--- src/rtl/alu_mc.sv ---
// rtl/alu_mc.sv - registered multi-cycle ALU with valid/ready handshake and iterative shifts
//
// Purpose: WIDTH-generic ALU between register read and writeback. Single-cycle ops
//   complete on the accept edge. SLL/SLR with a non-zero amount iterate SHIFT_STEP
//   bits per cycle. The result and flags are registered and are announced by a
//   one-cycle valid_o pulse.
// Ports:
//   clk_i            clock, rising edge
//   rst_i            asynchronous active-low reset
//   valid_i/ready_o  request handshake; a request is taken when both are high at the edge
//   op_i             opcode
//   data1_i/data2_i  operands A/B; shifts take the amount from data2_i[$clog2(WIDTH)-1:0]
//   valid_o          one-cycle pulse when data_o and the flags hold a new result
//   data_o           registered result
//   zf_o/sf_o/cf_o/of_o  zero/sign/carry/overflow flags, registered
module alu_mc #(
   parameter int WIDTH      = 16,
   parameter int SHIFT_STEP = 1
) (
   input  logic             clk_i,
   input  logic             rst_i,
   input  logic             valid_i,
   output logic             ready_o,
   input  logic [3:0]       op_i,
   input  logic [WIDTH-1:0] data1_i,
   input  logic [WIDTH-1:0] data2_i,
   output logic             valid_o,
   output logic [WIDTH-1:0] data_o,
   output logic             zf_o,
   output logic             sf_o,
   output logic             cf_o,
   output logic             of_o
);

   localparam logic [3:0] OP_OR  = 4'd0;
   localparam logic [3:0] OP_AND = 4'd1;
   localparam logic [3:0] OP_XOR = 4'd2;
   localparam logic [3:0] OP_SLL = 4'd3;
   localparam logic [3:0] OP_SLR = 4'd4;
   localparam logic [3:0] OP_NOT = 4'd5;
   localparam logic [3:0] OP_NEG = 4'd6;
   localparam logic [3:0] OP_ADD = 4'd7;
   localparam logic [3:0] OP_SUB = 4'd8;
   localparam logic [3:0] OP_CMP = 4'd9;
   localparam logic [3:0] OP_MOV = 4'd10;

   localparam int NW  = $clog2(WIDTH);
   // One extra bit so that SHIFT_STEP == WIDTH is representable.
   localparam int CW  = NW + 1;
   localparam int MSB = WIDTH - 1;
   localparam logic [CW-1:0] STEP_C = CW'(SHIFT_STEP);

   typedef enum logic [1:0] {IDLE, SHIFT, DONE} state_t;

   state_t state, state_nxt;

   logic [WIDTH-1:0] acc;
   logic [CW-1:0]    cnt;
   logic             dir_right;

   logic          accept;
   logic [NW-1:0] amount;
   logic          is_shift;
   logic          start_shift;

   assign accept      = valid_i & ready_o;
   assign amount      = data2_i[NW-1:0];
   assign is_shift    = (op_i == OP_SLL) || (op_i == OP_SLR);
   assign start_shift = accept && is_shift && (amount != '0);

   // Iterative shifter: shift through one extra bit so the last bit shifted
   // out lands at a fixed position (carry) without a variable index.
   logic [CW-1:0]    step;
   logic             last_step;
   logic [WIDTH:0]   sll_ext, srl_ext;
   logic [WIDTH-1:0] sh_res;
   logic             sh_cf;

   assign step      = (cnt < STEP_C) ? cnt : STEP_C;
   assign last_step = (cnt == step);
   assign sll_ext   = {1'b0, acc} << step;
   assign srl_ext   = {acc, 1'b0} >> step;
   assign sh_res    = dir_right ? srl_ext[WIDTH:1] : sll_ext[WIDTH-1:0];
   assign sh_cf     = dir_right ? srl_ext[0] : sll_ext[WIDTH];

   // Single-cycle result; the upd_* enables mark which flags this op writes.
   logic [WIDTH:0]   sum, diff;
   logic [WIDTH-1:0] alu_res;
   logic             alu_cf, alu_of;
   logic             upd_zs, upd_cf, upd_of;

   assign sum  = {1'b0, data1_i} + {1'b0, data2_i};
   assign diff = {1'b0, data1_i} - {1'b0, data2_i};

   always_comb begin
      alu_res = '0;
      alu_cf  = 1'b0;
      alu_of  = 1'b0;
      upd_zs  = 1'b0;
      upd_cf  = 1'b0;
      upd_of  = 1'b0;
      case (op_i)
         OP_OR, OP_AND, OP_XOR: begin
            alu_res = (op_i == OP_OR)  ? (data1_i | data2_i) :
                      (op_i == OP_AND) ? (data1_i & data2_i) : (data1_i ^ data2_i);
            upd_zs  = 1'b1;
            upd_cf  = 1'b1;
            upd_of  = 1'b1;
         end
         OP_ADD: begin
            alu_res = sum[WIDTH-1:0];
            alu_cf  = sum[WIDTH];
            alu_of  = (data1_i[MSB] == data2_i[MSB]) && (alu_res[MSB] != data1_i[MSB]);
            upd_zs  = 1'b1;
            upd_cf  = 1'b1;
            upd_of  = 1'b1;
         end
         OP_SUB, OP_CMP: begin
            alu_res = diff[WIDTH-1:0];
            alu_cf  = diff[WIDTH];
            alu_of  = (data1_i[MSB] != data2_i[MSB]) && (alu_res[MSB] != data1_i[MSB]);
            upd_zs  = 1'b1;
            upd_cf  = 1'b1;
            upd_of  = 1'b1;
         end
         // Only reached with a zero amount: pass A through, carry untouched.
         OP_SLL, OP_SLR: begin
            alu_res = data1_i;
            upd_zs  = 1'b1;
            upd_of  = 1'b1;
         end
         OP_NOT: alu_res = ~data1_i;
         OP_NEG: alu_res = '0 - data1_i;
         OP_MOV: alu_res = data2_i;
         default: alu_res = '0;
      endcase
   end

   // FSM state register
   always_ff @(posedge clk_i or negedge rst_i) begin
      if (!rst_i) state <= IDLE;
      else        state <= state_nxt;
   end

   // FSM next state
   always_comb begin
      state_nxt = state;
      case (state)
         IDLE, DONE: begin
            if (accept) state_nxt = start_shift ? SHIFT : DONE;
            else        state_nxt = IDLE;
         end
         SHIFT:   state_nxt = last_step ? DONE : SHIFT;
         default: state_nxt = IDLE;
      endcase
   end

   // FSM outputs
   always_comb begin
      ready_o = (state != SHIFT);
      valid_o = (state == DONE);
   end

   // Datapath: shift working registers, result and flags
   always_ff @(posedge clk_i or negedge rst_i) begin
      if (!rst_i) begin
         acc       <= '0;
         cnt       <= '0;
         dir_right <= 1'b0;
         data_o    <= '0;
         zf_o      <= 1'b0;
         sf_o      <= 1'b0;
         cf_o      <= 1'b0;
         of_o      <= 1'b0;
      end else if (state == SHIFT) begin
         acc <= sh_res;
         cnt <= cnt - step;
         if (last_step) begin
            data_o <= sh_res;
            zf_o   <= (sh_res == '0);
            sf_o   <= sh_res[MSB];
            cf_o   <= sh_cf;
            of_o   <= 1'b0;
         end
      end else if (accept) begin
         if (start_shift) begin
            acc       <= data1_i;
            cnt       <= {1'b0, amount};
            dir_right <= (op_i == OP_SLR);
         end else begin
            data_o <= alu_res;
            if (upd_zs) begin
               zf_o <= (alu_res == '0);
               sf_o <= alu_res[MSB];
            end
            if (upd_cf) cf_o <= alu_cf;
            if (upd_of) of_o <= alu_of;
         end
      end
   end

endmodule

--- config.mk ---
export PLATFORM = sky130hd
export DESIGN_NAME = alu_mc
export DESIGN_NICKNAME = d
export VERILOG_FILES = /design/src/rtl/alu_mc.sv
export SDC_FILE = /design/constraint.sdc
export NUM_CORES = 1
export LEC_CHECK = 0
export BUFFER_PORTS_ARGS = -buffer_cell sky130_fd_sc_hd__buf_2
export CAP_MARGIN = 20
export CORE_AREA = 2 2 142 144
export CTS_CLUSTER_SIZE = 12
export DETAILED_ROUTE_END_ITERATION = 6
export DIE_AREA = 0 0 144 146
export PLACE_DENSITY = 0.48
export RECOVER_POWER = 50
export SLEW_MARGIN = 25
export SYNTH_ARGS = -nofsm -noshare
export SYNTH_HDL_FRONTEND = slang
export SYNTH_SLANG_ARGS = --single-unit
--- constraint.sdc ---
create_clock -name clk_i -period 7.1 [get_ports clk_i]
set_input_delay 1.065 -clock clk_i [delete_from_list [all_inputs] [get_ports clk_i]]
set_output_delay 1.065 -clock clk_i [all_outputs]
set_load 0.1 [all_outputs]
# ---- After elaboration in Yosys (flattened, before gate mapping)
# Cells that the tools add are included.
dict set report word_totals {
  ff_bits 44
  latch_bits 0
  ram_bits 0
  rom_bits 0
  input_bits 39
  out_inout_bits 22
  wordCells 111
  mem_count 0
}
dict set report classes {
  addsub 4
  n_mul 0
  div_mod_pow 0
  magnitude_cmp 1
  eq_ne 20
  n_shift 2
  n_mux 44
  bitwise 6
  n_reduce_logical 25
}
# operator n
set op_table {}
lappend op_table {{16-bit 2-to-1 mux} 10}
lappend op_table {{16-bit one-hot mux with 7 select lines} 1}
lappend op_table {{16-bit logical NOT} 2}
lappend op_table {{1-bit 2-to-1 mux} 23}
lappend op_table {{5-bit 2-to-1 mux} 4}
lappend op_table {{16-bit by 16-bit adder with 17-bit output} 1}
lappend op_table {{16-bit by 5-bit left shift with 17-bit output} 1}
lappend op_table {{17-bit by 5-bit >> shifter with 17-bit output} 1}
lappend op_table {{16-bit by 16-bit subtractor with 17-bit output} 1}
lappend op_table {{16-bit bitwise AND} 1}
lappend op_table {{4-bit by 3-bit == test with 1-bit output (second input constant)} 4}
lappend op_table {{16-bit inverter} 1}
lappend op_table {{16-bit OR} 1}
lappend op_table {{1-bit by 16-bit subtractor with 16-bit output (first input constant)} 1}
lappend op_table {{16-bit bitwise XOR} 1}
lappend op_table {{4-bit == test (second input constant)} 3}
lappend op_table {{4-bit by 2-bit == test with 1-bit output (second input constant)} 2}
lappend op_table {{4-bit AND reduction} 2}
lappend op_table {{2-bit nonzero test} 4}
lappend op_table {{8-bit OR reduction} 1}
lappend op_table {{2-bit 2-to-1 mux} 3}
lappend op_table {{3-bit AND reduction} 2}
lappend op_table {{2-bit OR reduction} 3}
lappend op_table {{6-bit OR reduction} 1}
lappend op_table {{other kinds (21)} 28}

# ---- Logic depth before layout (Yosys ltp)
dict set report depth {
  word_depth 9
  ltp_mapped 13
  ltp_nobuf 13
}

# ---- Least setup slack after synthesis
# Ideal clock, no wire load.
dict set report synth_path {
  path_type {input -> register}
  startpoint {input data1_i[2]}
  endpoint {register data_o[14]}
  setup_time_ns 0.121
  arrival_time_ns 3.519
  required_ns 6.979
  slack_ns 3.459
  stages 12
  n_path_buf 1
  path_cell_list {inv_1 > ha_1 > buf_6 > nor2b_4 > o31a_4 > a2111oi_4 > o21ai_2 > a311o_1 > a221o_1 > a21oi_2 > nor2_1 > o22a_1}
}
dict set report synth_via {
  elab_chain_cells 5
  elab_cells_between_ends 7
  cone_classes {add/sub: 3; mux: 4}
}
# item line_no
set synth_rtl {}
lappend synth_rtl {{start, declared} 25} ;# input logic [WIDTH-1:0] data1_i,
lappend synth_rtl {{1-bit by 16-bit subtractor with 16-bit output (tied with other cells)} 133} ;# OP_NEG: alu_res = '0 - data1_i;
lappend synth_rtl {{16-bit one-hot mux with 7 select lines *} 102} ;# case (op_i)
lappend synth_rtl {{16-bit 2-to-1 mux *} 186} ;# if (start_shift) begin
lappend synth_rtl {{16-bit 2-to-1 mux *} 185} ;# end else if (accept) begin
lappend synth_rtl {{16-bit 2-to-1 mux *} 175} ;# end else if (state == SHIFT) begin
lappend synth_rtl {{end signal, assigned} 179} ;# data_o <= sh_res;
lappend synth_rtl {{end signal, assigned} 191} ;# data_o <= alu_res;
lappend synth_rtl {{end, declared} 28} ;# output logic [WIDTH-1:0] data_o,
# Every way passes the cells marked *; elsewhere a longest branch is shown, timed or not. The select of a mux whose other input is x is not followed.
# A chain may end at the register's enable or synchronous reset.

# ---- Worst setup path in the final report
dict set report layout_path {
  startpoint {input data1_i[4]}
  endpoint {register zf_o}
}
dict set report layout_via {
  elab_chain_cells 9
  elab_cells_between_ends 15
  cone_classes {add/sub: 3; mux: 7; bitwise: 4; reduce/logical: 1}
}
# item line_no
set layout_rtl {}
lappend layout_rtl {{parallel branches: the longest is 3 deep, another holds 1-bit by 16-bit subtractor with 16-bit output} n/a}
lappend layout_rtl {{16-bit one-hot mux with 7 select lines *} 102}
lappend layout_rtl {{16-bit logical NOT *} 193} ;# zf_o <= (alu_res == '0);
lappend layout_rtl {{1-bit 2-to-1 mux *} 192} ;# if (upd_zs) begin
lappend layout_rtl {{1-bit 2-to-1 mux *} 186}
lappend layout_rtl {{1-bit 2-to-1 mux *} 185}
lappend layout_rtl {{1-bit 2-to-1 mux *} 175}
lappend layout_rtl {{end signal, assigned} 180} ;# zf_o <= (sh_res == '0);
lappend layout_rtl {{end signal, assigned} 193}
lappend layout_rtl {{end, declared} 29} ;# output logic zf_o,
# Every way passes the cells marked *. The select of a mux whose other input is x is not followed.

==> impl_metrics.csv <==
group,metric,value,unit
floorplanning,fp.dieW,144,µm
synthesis,syn_avg_cell_area,7.52,µm²
clocking,h-tree-depth,2,
critical_path,crit-reg2reg-launch,"cnt[2]",
critical_path,cp_max_fo,9,
timing,worstMarginPinSlew,2.48,ns
hold_path,min_delay_worst_endpoint,"data_o[3]",
floorplanning,initial_core_util,29.8,%
critical_path,r2r_end,"zf_o",
synthesis,synth_async_sr_flop_share,100,%
critical_path,crit_path_end_kind,"flop",
critical_path,reg2reg_setup_slack,4.13,ns
critical_path,reg2reg_depth,11,
timing,maxSlewHeadroom,-65.4,%
timing,fin_worst_skew,0.00149,ns
synthesis,yosysSeqAreaShare,19.1,%
clocking,cts_tree,"built",
placed_design,place_area,6330,µm²
timing,setup-tns-final,0,ns
global_route,track_usage,20.6,%
drt,wire_per_inst,20.7,µm
critical_path,cp.arrival,4.34,ns
final_layout,layout-drive-gt1-share,13.0,%
global_route,grt_remaining_overflow,0,
synthesis,synth_top_cell_by_area,"dfrtp_1",
power,power.density,232,nW/µm²
hold_path,worstHoldPathCells,1,
run_status,status,"complete, but fails checks",
timing,period_share,58.0,%
hold_path,worstHoldStart,"data_o[3]",
critical_path,worstSetupPathType,"input pin to flop",
clocking,cts_repair_resize_count,0,
final_layout,layout.cells.non_filler,1066,
timing,rsz0062_at_grt,"false",
floorplanning,rows,51,
synthesis,ys_warn_count,0,
critical_path,cp.required,7.32,ns
global_route,grt_pass1_vias,5681,
global_route,grt_max_degree,45,
clocking,clockBufferDepth,2,
drt,wl,22100,µm
synthesis,synth_edf_count,0,
timing,setup_violations,0,
drt,drc_errors,0,
clocking,postCtsHoldBufs,0,
floorplanning,dieHeight,146,µm
synthesis,syn_inst,765,
critical_path,worstSetupStartpointType,"input pin",
drt,ant_nets,0,
final_layout,fin_util,33.4,%
synthesis,synth_top_cell_area_share,19.1,%
timing,min_period,4.12,ns
drt,drt_pre_antenna_iters,5,
timing,clock.fmax,0.243,GHz
final_layout,fillers,2125,
global_route,antenna_found_initial,2,
timing,slew_viol_final,45,
floorplanning,core_area,19300,µm²
clocking,insertion_delay,0.29,ns
clocking,cts_buffers,5,
floorplanning,die_area,21000,µm²
synthesis,synthTopCellsByArea,"dfrtp_1 (19%), ha_1 (12%), a21oi_1 (5.8%), o21ai_0 (4.9%), nor2_1 (4.7%)",
hold_path,hold_path.class,"flop to flop",
power,ir_drop,0.000107,V
synthesis,ys.flop_type,"dfrtp_1",
clocking,cts_root_buffer,"clkbuf_16",
final_layout,syn_to_final_growth,12.2,%
placed_design,io_buffers,60,
drt,vias,6038,
synthesis,syn-num-nets,860,
clocking,cts_setup_buffers,0,
clocking,cts_sinks,44,
placed_design,place_hpwl,16800,µm
job,drv_cap,1,
timing,fin_hold_ws,0.501,ns
synthesis,synth-seq-cells,44,
timing,hold_viol_final,0,
placed_design,gp_routability_congestion,0.904,
final_layout,antenna_cells,0,
final_layout,fin_area,6460,µm²
final_layout,final_nets,895,
synthesis,yosysUniqueCellTypes,86,
synthesis,synth_area,5750,µm²
clocking,clk_pin_slew,0.06,ns
global_route,grt_pass1_wl,33500,µm
power,power_leakage,2.71,nW
run_status,violations,"capacitance limit, slew limit",
placed_design,dp_cells,1058,
drt,vias_per_cell,5.66,
drt,dr.first_iter.drc_count,559,
floorplanning,ioPinCount,61,
how the worst max path moves through the flow:
stage | cells past startpoint | end | slack, ns | startpoint
6_report | 12 | zf_o | 2.98 | data1_i[4]
5_1_grt | 12 | zf_o | 2.81 | data1_i[5]
4_1_cts | 12 | zf_o | 3.05 | data1_i[4]
3_5_place_dp | 12 | zf_o | 2.77 | data1_i[4]
3_3_place_gp | 12 | zf_o | 2.71 | data1_i[4]
2_1_floorplan | 12 | data_o[14] | 3.46 | data1_i[2]
stage by stage:
stage / setup WS (ns) / power (mW)
6_report: 2.98 / 1.50
5_1_grt: 2.81 / 1.59
4_1_cts: 3.05 / 1.51
3_5_place_dp: 2.77 / 1.26
3_3_place_gp: 2.71 / 1.27
2_1_floorplan: 3.46 / 1.05
cell usage in the layout (no fill, tap or decap), drive strengths merged, types with 10 or more instances in the layout:
master / n
xnor2: 10
dfrtp: 44
o21ai: 61
mux2i: 20
o211ai: 15
o221ai: 10
a211oi: 15
clkbuf: 20
nand2: 56
nand2b: 11
a21oi: 68
nor3: 26
buf: 64
nand3: 22
a31oi: 11
ha: 54
nor2: 72
inv: 53
per-layer routing:
metal / part of all wire [%] / global-route usage (%) / wire (µm) / vias to the layer above
li1: - / - / - / 2899
met1: 47 / 30.1 / 10300 / 2864
met2: 44 / 31.6 / 9810 / 237
met3: 6.4 / 2.63 / 1420 / 34
met4: 2.2 / 5.74 / 491 / 4
met5: 0.12 / 0 / 27 / -
Yosys cell counts, types with 6 or more instances:
master	instances
a211oi_1	15
a21o_1	8
a21oi_1	67
a22oi_1	7
a31oi_1	11
buf_2	9
clkbuf_1	34
dfrtp_1	44
ha_1	54
inv_1	53
mux2_2	8
mux2i_1	20
nand2_1	56
nand2b_1	11
nand3_1	22
nor2_1	72
nor2b_1	8
nor3_1	24
nor4_1	8
o211ai_1	15
o21ai_0	56
o21bai_1	6
o221ai_1	10
o22ai_1	8
o31ai_1	6
or3_1	7
xnor2_1	10
critical path: stages:
cell      delay, ns
buf_2          0.20
inv_1          0.10
ha_1           0.52
nand3_1        0.16
o211ai_1       0.28
o21ai_1        0.20
a21oi_1        0.46
mux2_2         0.39
a211o_1        0.35
nor4_1         0.30
nand4_1        0.14
o21ai_2        0.17
power breakdown:
part           internal [mW]  switching (mW)  leakage, nW
clock network          0.141          0.0973       0.0712
logic                  0.239           0.586         2.11
registers              0.339          0.0985        0.530
total                  0.718           0.782         2.71
registers in the layout, summed over array words and instances, names as in the netlist:
name,count
cf_o,1
data_o,16
cnt,5
dir_right,1
zf_o,1
state,2
sf_o,1
acc,16
of_o,1
cell families after synthesis:
group,count (synthesis),share of synthesized area [%]
AO/OA/AOI/OAI,272,32.2
adder cells (fa/ha/maj),56,12.4
multiplexers,29,5.44
flip-flops,44,19.1
XOR/XNOR,12,1.83
buffers and inverters,101,6.98
AND/OR/NAND/NOR,251,22.0
area by class of cell:
type | instances | area (µm²) | area share [%]
multi-input cells | 620 | 4280 | 66.2
well taps | 265 | 332 | 5.13
repair buffers | 76 | 405 | 6.28
clock buffers | 8 | 146 | 2.27
inverters | 53 | 199 | 3.08
flip-flops and latches | 44 | 1100 | 17.0
No activity file was read; power rests on OpenSTA's default activity.
